<file path="src/rtl/bitmatrix_io.sv">
// DIM x DIM occupancy matrix: a serial load of LOAD_CNT coordinates, then cell/row/column queries.
// Every output is registered, so no input reaches an output through a combinational path.
//
// state | meaning
// IDLE  | empty matrix, waiting for the first coordinate
// LOAD  | accepting coordinates until LOAD_CNT strobes have been taken
// QUERY | answering queries; op 11 clears the matrix and returns to IDLE
module bitmatrix_io #(
    parameter int DIM        = 4,
    parameter int LOAD_CNT   = 6,
    localparam int CW        = $clog2(DIM),
    localparam int KW        = $clog2(LOAD_CNT + 1)
) (
    input  logic          clk,
    input  logic          rst,
    input  logic          enter,
    input  logic [CW-1:0] x,
    input  logic [CW-1:0] y,
    input  logic [1:0]    op,
    output logic          z,
    output logic          z_valid,
    output logic [1:0]    state,
    output logic [KW-1:0] load_count
);

    typedef enum logic [1:0] {
        IDLE  = 2'b00,
        LOAD  = 2'b01,
        QUERY = 2'b10
    } state_t;

    localparam logic [KW-1:0] LAST_BEFORE_FULL = KW'(LOAD_CNT - 1);

    state_t                 state_q;
    logic [DIM*DIM-1:0]     m;
    logic [DIM-1:0]         row_any;
    logic [DIM-1:0]         col_any;
    logic [2*CW-1:0]        cell_idx;

    // DIM is a power of two, so y*DIM + x is simply the concatenation {y, x}.
    assign cell_idx = {y, x};
    assign state    = state_q;

    always_comb begin
        row_any = '0;
        col_any = '0;
        for (int r = 0; r < DIM; r++) begin
            for (int c = 0; c < DIM; c++) begin
                row_any[r] = row_any[r] | m[r*DIM + c];
                col_any[c] = col_any[c] | m[r*DIM + c];
            end
        end
    end

    always_ff @(posedge clk or posedge rst) begin
        if (rst) begin
            state_q    <= IDLE;
            m          <= '0;
            load_count <= '0;
            z          <= 1'b0;
            z_valid    <= 1'b0;
        end else begin
            z_valid <= 1'b0;
            case (state_q)
                IDLE: begin
                    if (enter) begin
                        m[cell_idx] <= 1'b1;
                        load_count  <= KW'(1);
                        state_q     <= (LOAD_CNT == 1) ? QUERY : LOAD;
                    end
                end
                LOAD: begin
                    if (enter) begin
                        m[cell_idx] <= 1'b1;
                        load_count  <= load_count + 1'b1;
                        if (load_count == LAST_BEFORE_FULL) begin
                            state_q <= QUERY;
                        end
                    end
                end
                QUERY: begin
                    if (enter) begin
                        z_valid <= 1'b1;
                        case (op)
                            2'b00: z <= m[cell_idx];
                            2'b01: z <= row_any[y];
                            2'b10: z <= col_any[x];
                            default: begin
                                z          <= 1'b0;
                                m          <= '0;
                                load_count <= '0;
                                state_q    <= IDLE;
                            end
                        endcase
                    end
                end
                default: begin
                    // Unreachable encoding 11: recover cleanly with an empty matrix.
                    state_q    <= IDLE;
                    m          <= '0;
                    load_count <= '0;
                end
            endcase
        end
    end

endmodule

</file>
<file path="config.mk">
export PLATFORM = sky130hd
export DESIGN_NAME = bitmatrix_io
export DESIGN_NICKNAME = d
export VERILOG_FILES = /design/src/rtl/bitmatrix_io.sv
export SDC_FILE = /design/constraint.sdc
export NUM_CORES = 1
export LEC_CHECK = 0
export ABC_AREA = 1
export ABC_CLOCK_PERIOD_IN_PS = 1700
export CORE_ASPECT_RATIO = 1.1
export CORE_MARGIN = 2
export CORE_UTILIZATION = 50
export DETAILED_ROUTE_END_ITERATION = 7
export PLACE_DENSITY = 0.81
export SETUP_SLACK_MARGIN = 0.2
export SLEW_MARGIN = 10
export SYNTH_ARGS = -nofsm -noshare
export SYNTH_HDL_FRONTEND = slang
export SYNTH_SLANG_ARGS = --single-unit
</file>
<file path="constraint.sdc">
create_clock -name clk -period 1.7 [get_ports clk]
set_input_delay 0.34 -clock clk [delete_from_list [all_inputs] [get_ports clk]]
set_output_delay 0.34 -clock clk [all_outputs]
set_load 0.01 [all_outputs]
</file>
==> impl_metrics.tcl, run 1 <==
set metrics [dict create \
    outcome "complete, no violations" \
    core_sq_um 2700 \
    grt_pass1_vias 1236 \
    wire_per_inst_um 12.3 \
    max_cap_viol_count 0 \
    antenna_found_initial 0 \
    die_h_um 59.5 \
    grt_pass1_wl_um 5530 \
    antenna_left 0 \
    slew_headroom 0.762 \
    period_needed_ps 1400 \
    cpPeakStageDelay_ps 440 \
    drtIter0Drc 54 \
    hp-class "in -> async" \
    via_per_inst 5.10 \
    area_growth_pct 25.3 \
    cp_top_family "flip-flops" \
    slew_violations 0 \
    synth_area_sq_um 1400 \
    dr.pass1.iters 4 \
    finalSetupViolations 0 \
    root_buffer "clkbuf_4" \
    synth_cells 199 \
    final_hold_viol_count 0 \
    cts_buffer_depth 2 \
    layout_common_cells "63 x nand2_1, 26 x inv_1, 23 x dfrtp_1, 23 x buf_4, 22 x nand3_1" \
    h-tree-depth 1 \
    critPathCaptureType "primary output" \
    rr_startpoint "state[0]" \
    worst_pin_slew_ps 357 \
    worstSetupPathType "reg -> out" \
    nets 249 \
    reg2reg_depth 7 \
    place.gp.congestion 0.903 \
    grt_max_degree 24 \
    grt_util_all_layers 0.239 \
    ys_seq_area_frac 0.412 \
    vias 1378 \
    cts_buffers 3 \
    worst_hold_slack_ps 336 \
    drc_errors 0 \
    final_cells 270 \
    finClkSkew_ps 0.866 \
    final_common_cell "nand2_1" \
    worst_path_max_delay_cell "dfrtp_1" \
    fp-row-count 20 \
    post-route-period-util 0.826 \
    ios 16 \
    worst_slack_ps 295 \
    synth.top_cell.area_share 0.412 \
    crit_chain "dlygate4sd2_1" \
    synth_seq_cells 23 \
    fmax_mhz 712 \
    dp_cells 262 \
    worstPathRequired_ps 1360 \
    rsz0062_at_grt "no" \
    grt-ovfl-total 0 \
    dieArea_sq_um 3230 \
    clk_pin_slew_ps 130 \
    tritoncts "yes" \
    synth_area_leaders "dfrtp_1 41%, nand2_1 17%, nand3_1 7.9%, inv_1 7.0%, a21oi_1 6.1%" \
    worst-path-buf-inv 1 \
    die_w_um 54.4 \
    syn_area_per_cell_sq_um 7.02 \
    total_power_w 0.00225 \
    vdd_drop_max_mv 0.849 \
    rrSetupSlack_ps 340 \
    cp-start-kind "flip-flop" \
    synth_cell_types 24 \
    powerDensity_nw_per_um2 1280 \
    synth.largest_area_cell "dfrtp_1" \
    drive_gt1_frac 0.173 \
    cts.hold.buffers_added 0 \
    diodes 0 \
    crit_fanout 3 \
    start_util 0.517 \
    syn_nets 210 \
    yosysWarnings 0 \
    p_leak_nw 0.948 \
    clock_sinks 23 \
    clk_latency_ps 310 \
    dp_hpwl_um 2560 \
    pre_cts_slack_ps -25.4 \
    wirelength_um 3330 \
    crit_arrival_ps 1060 \
    r2r-end "state[0]" \
    port_buffers 15 \
]
==> metal layers <==
metal	share of wire	vias to the layer above	global-route usage
met1	0.44	639	0.312
met2	0.50	34	0.394
met4	0.019	0	0.0964
met3	0.034	6	0.0303
met5	0	-	0
li1	-	699	-
==> per-stage QoR <==
stage | TNS [ps] | utilization | area, sq um
final | 0 | 0.648 | 1750
after global placement | -10.2 | 0.629 | 1700
after detailed placement | -33.2 | 0.629 | 1700
after CTS | 0 | 0.647 | 1750
after global routing | 0 | 0.648 | 1750
after floorplan | 0 | - | 1400
==> repair_timing <==
item	CTS	global route
buffers inserted	4	0
resized for setup	7	1
endpoints found under the setup margin	7	1
hold endpoints to repair	0	0
==> worst max-delay path by stage <==
| stage | startpoint | to | slack [ps] | cells after the start |
|---|---|---|---|---|
| global route | enter | m[6] | 210 | 7 |
| floorplan | state[1] | m[8] | 400 | 8 |
| CTS | state[1] | state[1] | 280 | 1 |
| finish | state[1] | state[1] | 300 | 1 |
| global placement | x[0] | z | -10 | 9 |
| detailed placement | x[1] | z | -30 | 10 |
==> final cells by class <==
type / instances / area [sq um]
fill: 246 / 951
tap: 33 / 41.3
inverter: 31 / 119
clock buffer: 3 / 22.5
multi-input combinational: 140 / 663
clock inverter: 1 / 5.00
sequential: 23 / 576
timing repair buffer: 39 / 325
==> cell families (layout without fill, tap and decap cells) <==
group / after synthesis / count (layout) / share of synthesized area
buffers and inverters: 36 / 74 / 0.114
xor gates and xnor gates: 1 / 1 / 0.00627
and+or+nand+nor: 110 / 110 / 0.342
adders and majority gates: 2 / 2 / 0.0179
DFF: 23 / 23 / 0.412
AOI/OAI and AO/OA: 27 / 27 / 0.108
==> cells in the mapped netlist <==
cell type,count
nand2_1,63
inv_1,26
dfrtp_1,23
nand3_1,22
a21oi_1,17
nor2_1,16
inv_2,4
nand4_1,3
nor2_2,3
o31ai_1,3
buf_6,2
ha_1,2
o21ai_0,2
o21ai_1,2
o21ai_2,2
buf_2,1
buf_4,1
clkbuf_2,1
inv_4,1
nor2_4,1
nor3_4,1
o22ai_1,1
or2_2,1
xnor2_1,1
==> power breakdown <==
| group | leakage (nW) | internal [W] | switching (W) |
|---|---|---|---|
| registers | 0.281 | 0.000794 | 0.000166 |
| logic | 0.650 | 0.000446 | 0.000585 |
| clock network | 0.0177 | 0.0000881 | 0.000167 |
==> flip-flops by register name (all words and copies together), names as in the netlist <==
name / flops
z_valid: 1
z: 1
state: 2
m: 16
load_count: 3
Power figures use the tool's default switching activity.
==> run 2, diff against run 1 <==
Settings changed: ABC_CLOCK_PERIOD_IN_PS 1700 to 1350.
Clock period 1.7 ns to 1.35 ns, I/O delays scaled along.
==> run 2 against run 1 <==
Net effect:
- via count grew 9.3%
- worst hold slack lost 76 ps
- clock skew rose by 8.7 ps
- final area grew 16%
- critical path type is now reg -> reg
- critical path depth grew 7
- core utilization increased by 10 points
- final cell count increased by 4.1%
- global-route usage is 1.4 points higher
- the run now ends with negative setup slack left
- highest routed layer unchanged
- sequential power rose by 29%
- non-clock buffer count rose by 11
==> impl_metrics.tcl, run 2 (synthesized netlist as in run 1, its figures left out) <==
set metrics [dict create \
    max_cap_viol_count 0 \
    wirelength_um 4120 \
    grt_util_all_layers 0.253 \
    crit_chain "buf_6 > inv_4 > nor2_4 > o21ai_4 > o21ai_4 > nor3_4 > nand2_1 > a21oi_2" \
    rrSetupSlack_ps -10 \
    grt_pass1_wl_um 5810 \
    r2r-end "m[6]" \
    fmax_mhz 734 \
    rsz0062_at_grt "yes" \
    start_util 0.517 \
    area_growth_pct 44.9 \
    worstPathRequired_ps 1620 \
    vias 1506 \
    cp-start-kind "flip-flop" \
    antenna_found_initial 0 \
    cts_buffers 3 \
    finalSetupViolations 1 \
    wire_per_inst_um 14.7 \
    layout_common_cells "58 x nand2_1, 29 x buf_4, 21 x dfrtp_1" \
    fillers 195 \
    dr.pass1.iters 4 \
    cts_buffer_depth 2 \
    die_h_um 59.5 \
    die_w_um 54.4 \
    worst_pin_slew_ps 308 \
    worst_path_max_delay_cell "dfrtp_2" \
    ios 16 \
    clock_sinks 23 \
    dieArea_sq_um 3230 \
    outcome "complete, but fails checks" \
    dp_hpwl_um 2520 \
    h-tree-depth 1 \
    cts.hold.buffers_added 0 \
    final_common_cell "nand2_1" \
    clk_latency_ps 330 \
    critPathCaptureType "flip-flop" \
    cpPeakStageDelay_ps 430 \
    fp-row-count 20 \
    drc_errors 0 \
    worst_slack_ps -13.1 \
    finClkSkew_ps 9.57 \
    largest_reg_flops 16 \
    slew_violations 0 \
    post-route-period-util 1.01 \
    grt_pass1_vias 1283 \
    final_cells 281 \
    dpl_cell_area_sq_um 1770 \
    worst_hold_slack_ps 260 \
    powerDensity_nw_per_um2 1670 \
    p_leak_nw 1.04 \
    diodes 0 \
    rr_startpoint "state[1]" \
    seq_area_sq_um 578 \
    pre_cts_slack_ps -300 \
    crit_fanout 4 \
    grt_max_degree 24 \
    hp-class "in -> async" \
    period_needed_ps 1360 \
    finalInstanceArea_sq_um 2020 \
    worstSetupStartpoint "state[1]" \
    root_buffer "clkbuf_4" \
    reg2reg_depth 8 \
    via_per_inst 5.36 \
    vdd_drop_max_mv 1.58 \
    tritoncts "yes" \
    multi_input_area_sq_um 811 \
    core_sq_um 2700 \
    cpMostUsedCell "o21ai_4" \
    nets 260 \
    drive_gt1_frac 0.387 \
    crit_arrival_ps 1630 \
    clk_pin_slew_ps 140 \
    violations "negative setup slack" \
    place.gp.congestion 0.912 \
    worst-path-buf-inv 2 \
    regMostFlops "m" \
    total_power_w 0.00338 \
    port_buffers 15 \
    dp_cells 262 \
    cp_top_family "flip-flops" \
    antenna_left 0 \
    grt-ovfl-total 0 \
    drtIter0Drc 79 \
    final_hold_viol_count 0 \
    slew_headroom 0.795 \
    worstSetupPathType "reg -> reg" \
]
[run 2: cell count changes in the layout (fill, tap and decap cells not counted), sizes merged]
cell	delta
dlygate4sd2	-5
buf	+17
dlymetal6s2s	+3
clkdlybuf4s50	-4
[run 2: per-stage QoR]
step	utilization	setup TNS (ps)
2_1_floorplan	-	0
3_3_place_gp	0.656	-5280
3_5_place_dp	0.656	-5320
4_1_cts	0.697	0
5_1_grt	0.749	-387
6_report	0.749	-13.1
[run 2: worst max-delay path by stage]
stage	endpoint	slack (ps)	cells past startpoint
floorplan	m[3]	110	8
global placement	z	-330	9
detailed placement	z	-300	9
CTS	m[2]	20	8
global route	m[2]	-70	8
finish	m[6]	-10	8
[run 2: what timing repair did]
| item | CTS | global route |
|---|---|---|
| setup buffers | 7 | 8 |
| pin swaps | 1 | 6 |
| setup endpoints to repair | 29 | 28 |
| gates resized for setup | 41 | 32 |
[run 2: area by class of cell]
cell class                      count  area share
Multi-Input combinational cell    140       0.400
Clock buffer                        3      0.0111
Inverter                           31      0.0612
Clock inverter                      1     0.00247
Tap cell                           33      0.0204
Sequential cell                    23       0.286
Timing Repair Buffer               50       0.219
[run 2: report_power, final]
group          internal [W]  switching, W
registers           0.00100      0.000237
logic              0.000830      0.000968
clock network      0.000111      0.000229
[run 2: worst reg2reg max path: stages (launching register included)]
cell and delay (ps):
dfrtp_2 430, buf_6 120, inv_4 50, nor2_4 40, o21ai_4 70, o21ai_4 110, nor3_4 220, nand2_1 110
a21oi_2 150
[run 2: metal layers]
| metal | vias to the layer above | share of wire | track usage |
|---|---|---|---|
| met5 | - | 0 | 0 |
| met4 | 0 | 0.027 | 0.0964 |
| met3 | 13 | 0.059 | 0.0379 |
| met2 | 66 | 0.51 | 0.380 |
| met1 | 698 | 0.41 | 0.364 |
| li1 | 729 | - | - |
==> edit 1 (config.mk and constraints of run 2) <==
`DIM`: 4 -> 2.
--- a/src/rtl/bitmatrix_io.sv
+++ b/src/rtl/bitmatrix_io.sv
@@ -6,7 +6,7 @@
 // LOAD  | accepting coordinates until LOAD_CNT strobes have been taken
 // QUERY | answering queries; op 11 clears the matrix and returns to IDLE
 module bitmatrix_io #(
-    parameter int DIM        = 4,
+    parameter int DIM        = 2,
     parameter int LOAD_CNT   = 6,
     localparam int CW        = $clog2(DIM),
     localparam int KW        = $clog2(LOAD_CNT + 1)
Interface: changed (resized x and y); port bits go from 16 to 14. The function was not compared with the original's and may differ.
==> edit 1 against run 2 <==
Power shrank 44%; clock skew shrank 0.0057 ns; worst hold slack gained 0.045 ns; die area shrank 51%; first-iteration DRC count shrank 76%; register-to-register slack gained 0.21 ns; worst setup slack gained 0.16 ns; utilization grew 7.3 points; sequential cell count shrank 12; sequential share of layout area shrank 0.35 points; synthesized area shrank 54%; sequential power shrank 55%; routed wire length shrank 60%; final area shrank 52%; critical path type is now reg -> out; critical endpoint is now load_count[1]; highest routed layer unchanged.
==> edit 1: results (changes against run 2) <==
Status
  • Status: finished, final reports clean

Global routing
  • Initial antenna violation count: 0 (unchanged)
  • Congestion Overflow GR: 0 (unchanged)
  • Total track usage: 0.230 (-0.0237)
  • Met1 Use GR: 0.280 (-0.0846)
  • First-pass GRT wire length: 2.62 mm (-55%)
  • Met2 GRT Util: 0.383 (+0.00267)
  • Met3 GRT Util: 0.0321 (-0.00579)
  • Vias in the first global route: 641 (-50%)
  • Largest net degree at the start of global routing: 12 (-50%)

CTS
  • Clk root buf: clkbuf_4
  • H-tree level count: 1 (unchanged)
  • Total CTS buffers: 3 (unchanged)
  • Max clock buf depth: 2 (unchanged)
  • Worst-Skew Late Latency: 0.28 ns (-0.05 ns)
  • Clock slew at reported path FFs: 0.07 ns (-0.07 ns)

Synth
  • Synth cell types: 19 (-21%)
  • Top_reg_cell synth: dfrtp_1
  • Top cells by count, synth: nand2_1 (17), dfrtp_1 (11), inv_1 (11)
  • Asr flop ratio synth: 1.00 (unchanged)
  • Yosys warns: 0 (unchanged)
  • Syn nets: 88 (-58%)
  • Register area share after synthesis: 0.429 (+0.0170)
  • Synth area leaders: dfrtp_1 (43%), nand2_1 (9.9%), nand3_1 (7.0%), inv_1 (6.4%), a21oi_1 (3.9%)
  • Avg Cell Area, Syn: 8.12 sq um (+16%)

Setup path
  • CP max FO: 2 (-2)
  • Crit path DAT: 0.93 ns (-0.70 ns)

Timing
  • Clock skew: 0.00388 ns (-0.00569 ns)
  • Slew margin rel.: 0.712 (-0.0825)

Placement
  • Place WS: -0.0533 ns (+0.247 ns)
  • Final GP Congestion: 0.795 (-13%)
  • Placed insts: 119 (-55%)
  • Post-DP HPWL: 1.13 mm (-55%)
  • Port buffer count: 13 (-2)

Finish
  • Fill cell count: 79 (-59%)
  • Max reg flops: 4 (-12)
  • # diodes: 0 (unchanged)
  • # nets final: 121 (-53%)
  • Post-route insts no fill: 126 (-55%)
  • Share of layout cells above drive strength 1: 0.396 (+0.00930)
  • Most flops, register: m

Job
  • Max-Cap Viols: 0 (unchanged)

Route
  • Final WL: 1.65 mm (-60%)
  • Drt first pass iters: 4 (unchanged)
  • Drt via density: 5.26 (-1.8%)
  • Drt first-iter violations: 19 (-76%)

Min path
  • Hold crit path type: in -> async

Power and ir drop
  • Leak: 0.000485 uW (-53%)
  • VDD IR max: 0.00132 V (-16%)
## edit 1: cell count changes after synthesis, moves of 2 or more
cell and change:
o21ai_1 -2, a21oi_2 +2, inv_1 -15, a21oi_1 -12
o21ai_2 -2, nand3_1 -13, buf_6 -2, o31ai_1 -3
dfrtp_1 -12, nand2_1 -46, nor2_1 -12, o31ai_2 +2
nor2_2 -3
## edit 1: critical path: stages (launching register included)
cell     delay [ns]
dfrtp_1        0.41
buf_6          0.13
buf_6          0.11
## edit 1: layout make-up
class,count,area (sq um),share of cell area
multi-input combinational,54,367,0.376
clock buffer,4,26.3,0.0269
sequential,11,275,0.282
tap,15,18.8,0.0192
timing repair buffer,28,231,0.237
inverter,14,57.6,0.0590
## edit 1: worst paths after layout
kind                                           startpoint                        end  slack [ns]  depth (start not counted)
worst max-delay path            load_count[1]$_DFFE_PP0P_              load_count[1]        0.15                          2
worst min-delay path                                  rst           m[2]$_DFFE_PP0P_        0.31                          2
worst max register to register  load_count[1]$_DFFE_PP0P_  load_count[2]$_DFFE_PP0P_        0.20                          4
worst min register to register              z$_DFFE_PP0P_              z$_DFFE_PP0P_        0.52                          2
max in group asynchronous                             rst           m[1]$_DFFE_PP0P_        0.74                          2
min in group clk                                        x           m[1]$_DFFE_PP0P_        0.52                          4
## edit 1: timing repair
action | 4_1_cts | 5_1_grt
pin swaps | 2 | 5
setup buffers | 2 | 1
gates resized for setup | 21 | 25
endpoints found under the setup margin | 14 | 15
endpoints found under the hold margin | 0 | 0
## edit 1: power by group
group / internal [uW] / total [uW] / switching (uW)
sequential: 474 / 555 / 80.7
combinational: 501 / 1120 / 616
clock: 115 / 233 / 118
total: 1090 / 1900 / 815
## edit 1: cell families after synthesis
kind of cell	count (synthesis)	synth area share
simple gates	39	0.304
buf+inv	14	0.0819
compound gates	12	0.133
flops	11	0.429
fa+ha+maj	2	0.0390
xor+xnor	1	0.0136
## edit 1: per-layer routing
metal / wire [microns] / vias to the layer above
met5: 0 / -
met2: 909 / 17
met4: 24 / 0
met3: 44 / 3
li1: - / 326
met1: 670 / 317
## edit 1: per-stage QoR
stage                     utilization  cell area, sq um
after CTS                       0.773               918
final                           0.822               976
after global placement          0.742               881
after global routing            0.822               976
after floorplan                     -               642
after detailed placement        0.742               881
==> edit 2 (config.mk and constraints of run 2) <==
Made on the original files. Reset style: synchronous (`rst`), changed in one clocked block.
--- a/src/rtl/bitmatrix_io.sv
+++ b/src/rtl/bitmatrix_io.sv
@@ -52,7 +52,7 @@
         end
     end
 
-    always_ff @(posedge clk or posedge rst) begin
+    always_ff @(posedge clk) begin
         if (rst) begin
             state_q    <= IDLE;
             m          <= '0;
Formal check against the unedited RTL: differs if rst is asserted again (counterexample within 4 cycles, from zero or initial values and one cycle with rst high); with rst held inactive, the same outputs for 10 cycles.
==> edit 2 against run 2 <==
Routed wire length decreased by 5.3%; final area fell by 7.4%; sequential cell count unchanged; synthesized area decreased by 3.5%; worst setup slack better by 0.11 ns; synthesized cell count grew 6.0%; critical endpoint is now load_count[0]$_SDFFE_PP0P_; highest routed layer unchanged.
Power is not compared: it rests on default switching activity, and its combinational part moved more than twofold at a synthesized area within 25%.
==> edit 2: results (changes against run 2) <==
Synth
  • Asr flop ratio synth: 0 (-1.00)
  • Synth area leaders: dfxtp_1 (34%), nand2_1 (18%), nand3_1 (7.8%), inv_1 (7.5%), a21oi_1 (7.4%)
  • Register area share after synthesis: 0.341 (-0.0704)
  • Top cells by count, synth: nand2_1 (64), inv_1 (27), dfxtp_1 (23)
  • Synth cell types: 25 (+4.2%)
  • Top_reg_cell synth: dfxtp_1
  • Syn nets: 222 (+5.7%)
  • Cell count after synthesis: 211 (+6.0%)

Global routing
  • Total track usage: 0.260 (+0.00630)
  • Vias in the first global route: 1367 (+6.5%)
  • Largest net degree at the start of global routing: 18 (-25%)
  • First-pass GRT wire length: 5.85 mm (+0.72%)

Finish
  • Layout clock area frac: 0.0147 (+0.00108)
  • Buffering overhead: 0.201 (-0.0173)
  • Comb_multi_in: 152 (+8.6%)
  • Seq/total area: 0.259 (-0.0267)
  • Signal inverters: 33 (+6.5%)
  • Fill cell count: 197 (+1.0%)
  • # nets final: 271 (+4.2%)
  • Signal buffers: 47 (-6.0%)
  • P&R area growth vs syn: 39.1%
  • Fraction of area in multi-input gates: 0.432 (+0.0311)
  • Post-route insts no fill: 290 (+3.2%)

CTS
  • H-tree level count: 1 (unchanged)

Route
  • Met2 Wirelength: 1.97 mm (-6.2%)
  • Metal3 WL: 245 microns (+0.82%)
  • Drt first-iter violations: 52 (-34%)
  • Vias: 1544 (+2.5%)
  • Final WL: 3.90 mm (-5.3%)
  • Metal1 wirelength: 1.59 mm (-4.9%)

Placement
  • Final GP Congestion: 0.876 (-4.0%)
  • Placed cell area: 0.00171 sq mm (-3.5%)
  • Post-DP HPWL: 2.62 mm (+4.1%)
  • Place WS: -0.292 ns (+0.00865 ns)
  • Placed insts: 276 (+5.3%)

Setup path
  • Crit path DAT: 1.49 ns (-0.14 ns)
  • Internal reg-to-reg setup slack: 0.1 ns (+0.11 ns)
  • CP max stage delay: 0.40 ns (-0.03 ns)
  • R2R depth: 7 (-1)
  • CP max-delay cell: dfxtp_4
  • CP max FO: 17 (+13)
  • R2R Path End: load_count[0]$_SDFFE_PP0P_
  • RR Startpoint: state[1]$_SDFFE_PP0P_

Status
  • Status: finished, final reports clean

Timing
  • Clock skew: 0.0123 ns (+0.00278 ns)
  • Worst slew pin tran: 0.265 ns (-0.0431 ns)
  • Final Cycle Share: 0.928 (-0.0822)
  • Worst hold margin: 0.476 ns (+0.216 ns)

Min path
  • Hold crit path type: in -> reg

Floorplanning
  • Die ar.: 0.00313 sq mm (-3.2%)
==> edit 2: cell count changes after synthesis, sizes merged, moves of 3 or more <==
| cell | change |
|---|---|
| a21oi | +3 |
| dfrtp | -23 |
| dfxtp | +23 |
| nand2 | +3 |
| nor2 | +5 |
| o31ai | -3 |
==> edit 2: metal layers <==
layer,GRT usage,vias to the layer above
met2,0.441,51
met1,0.296,714
met4,0.154,0
met5,0,-
li1,-,770
met3,0.0508,9
==> edit 2: power breakdown <==
| part | internal [uW] | switching [uW] | total (uW) |
|---|---|---|---|
| logic | 143 | 175 | 317 |
| clock network | 111 | 218 | 329 |
| registers | 695 | 18.7 | 714 |
| total | 949 | 411 | 1360 |
==> edit 2: cell families after synthesis <==
group / synth area share
flip-flops: 0.341
AO/OA/AOI/OAI: 0.136
AND/OR/NAND/NOR: 0.391
adder cells (fa/ha/maj): 0.0185
buffers and inverters: 0.112
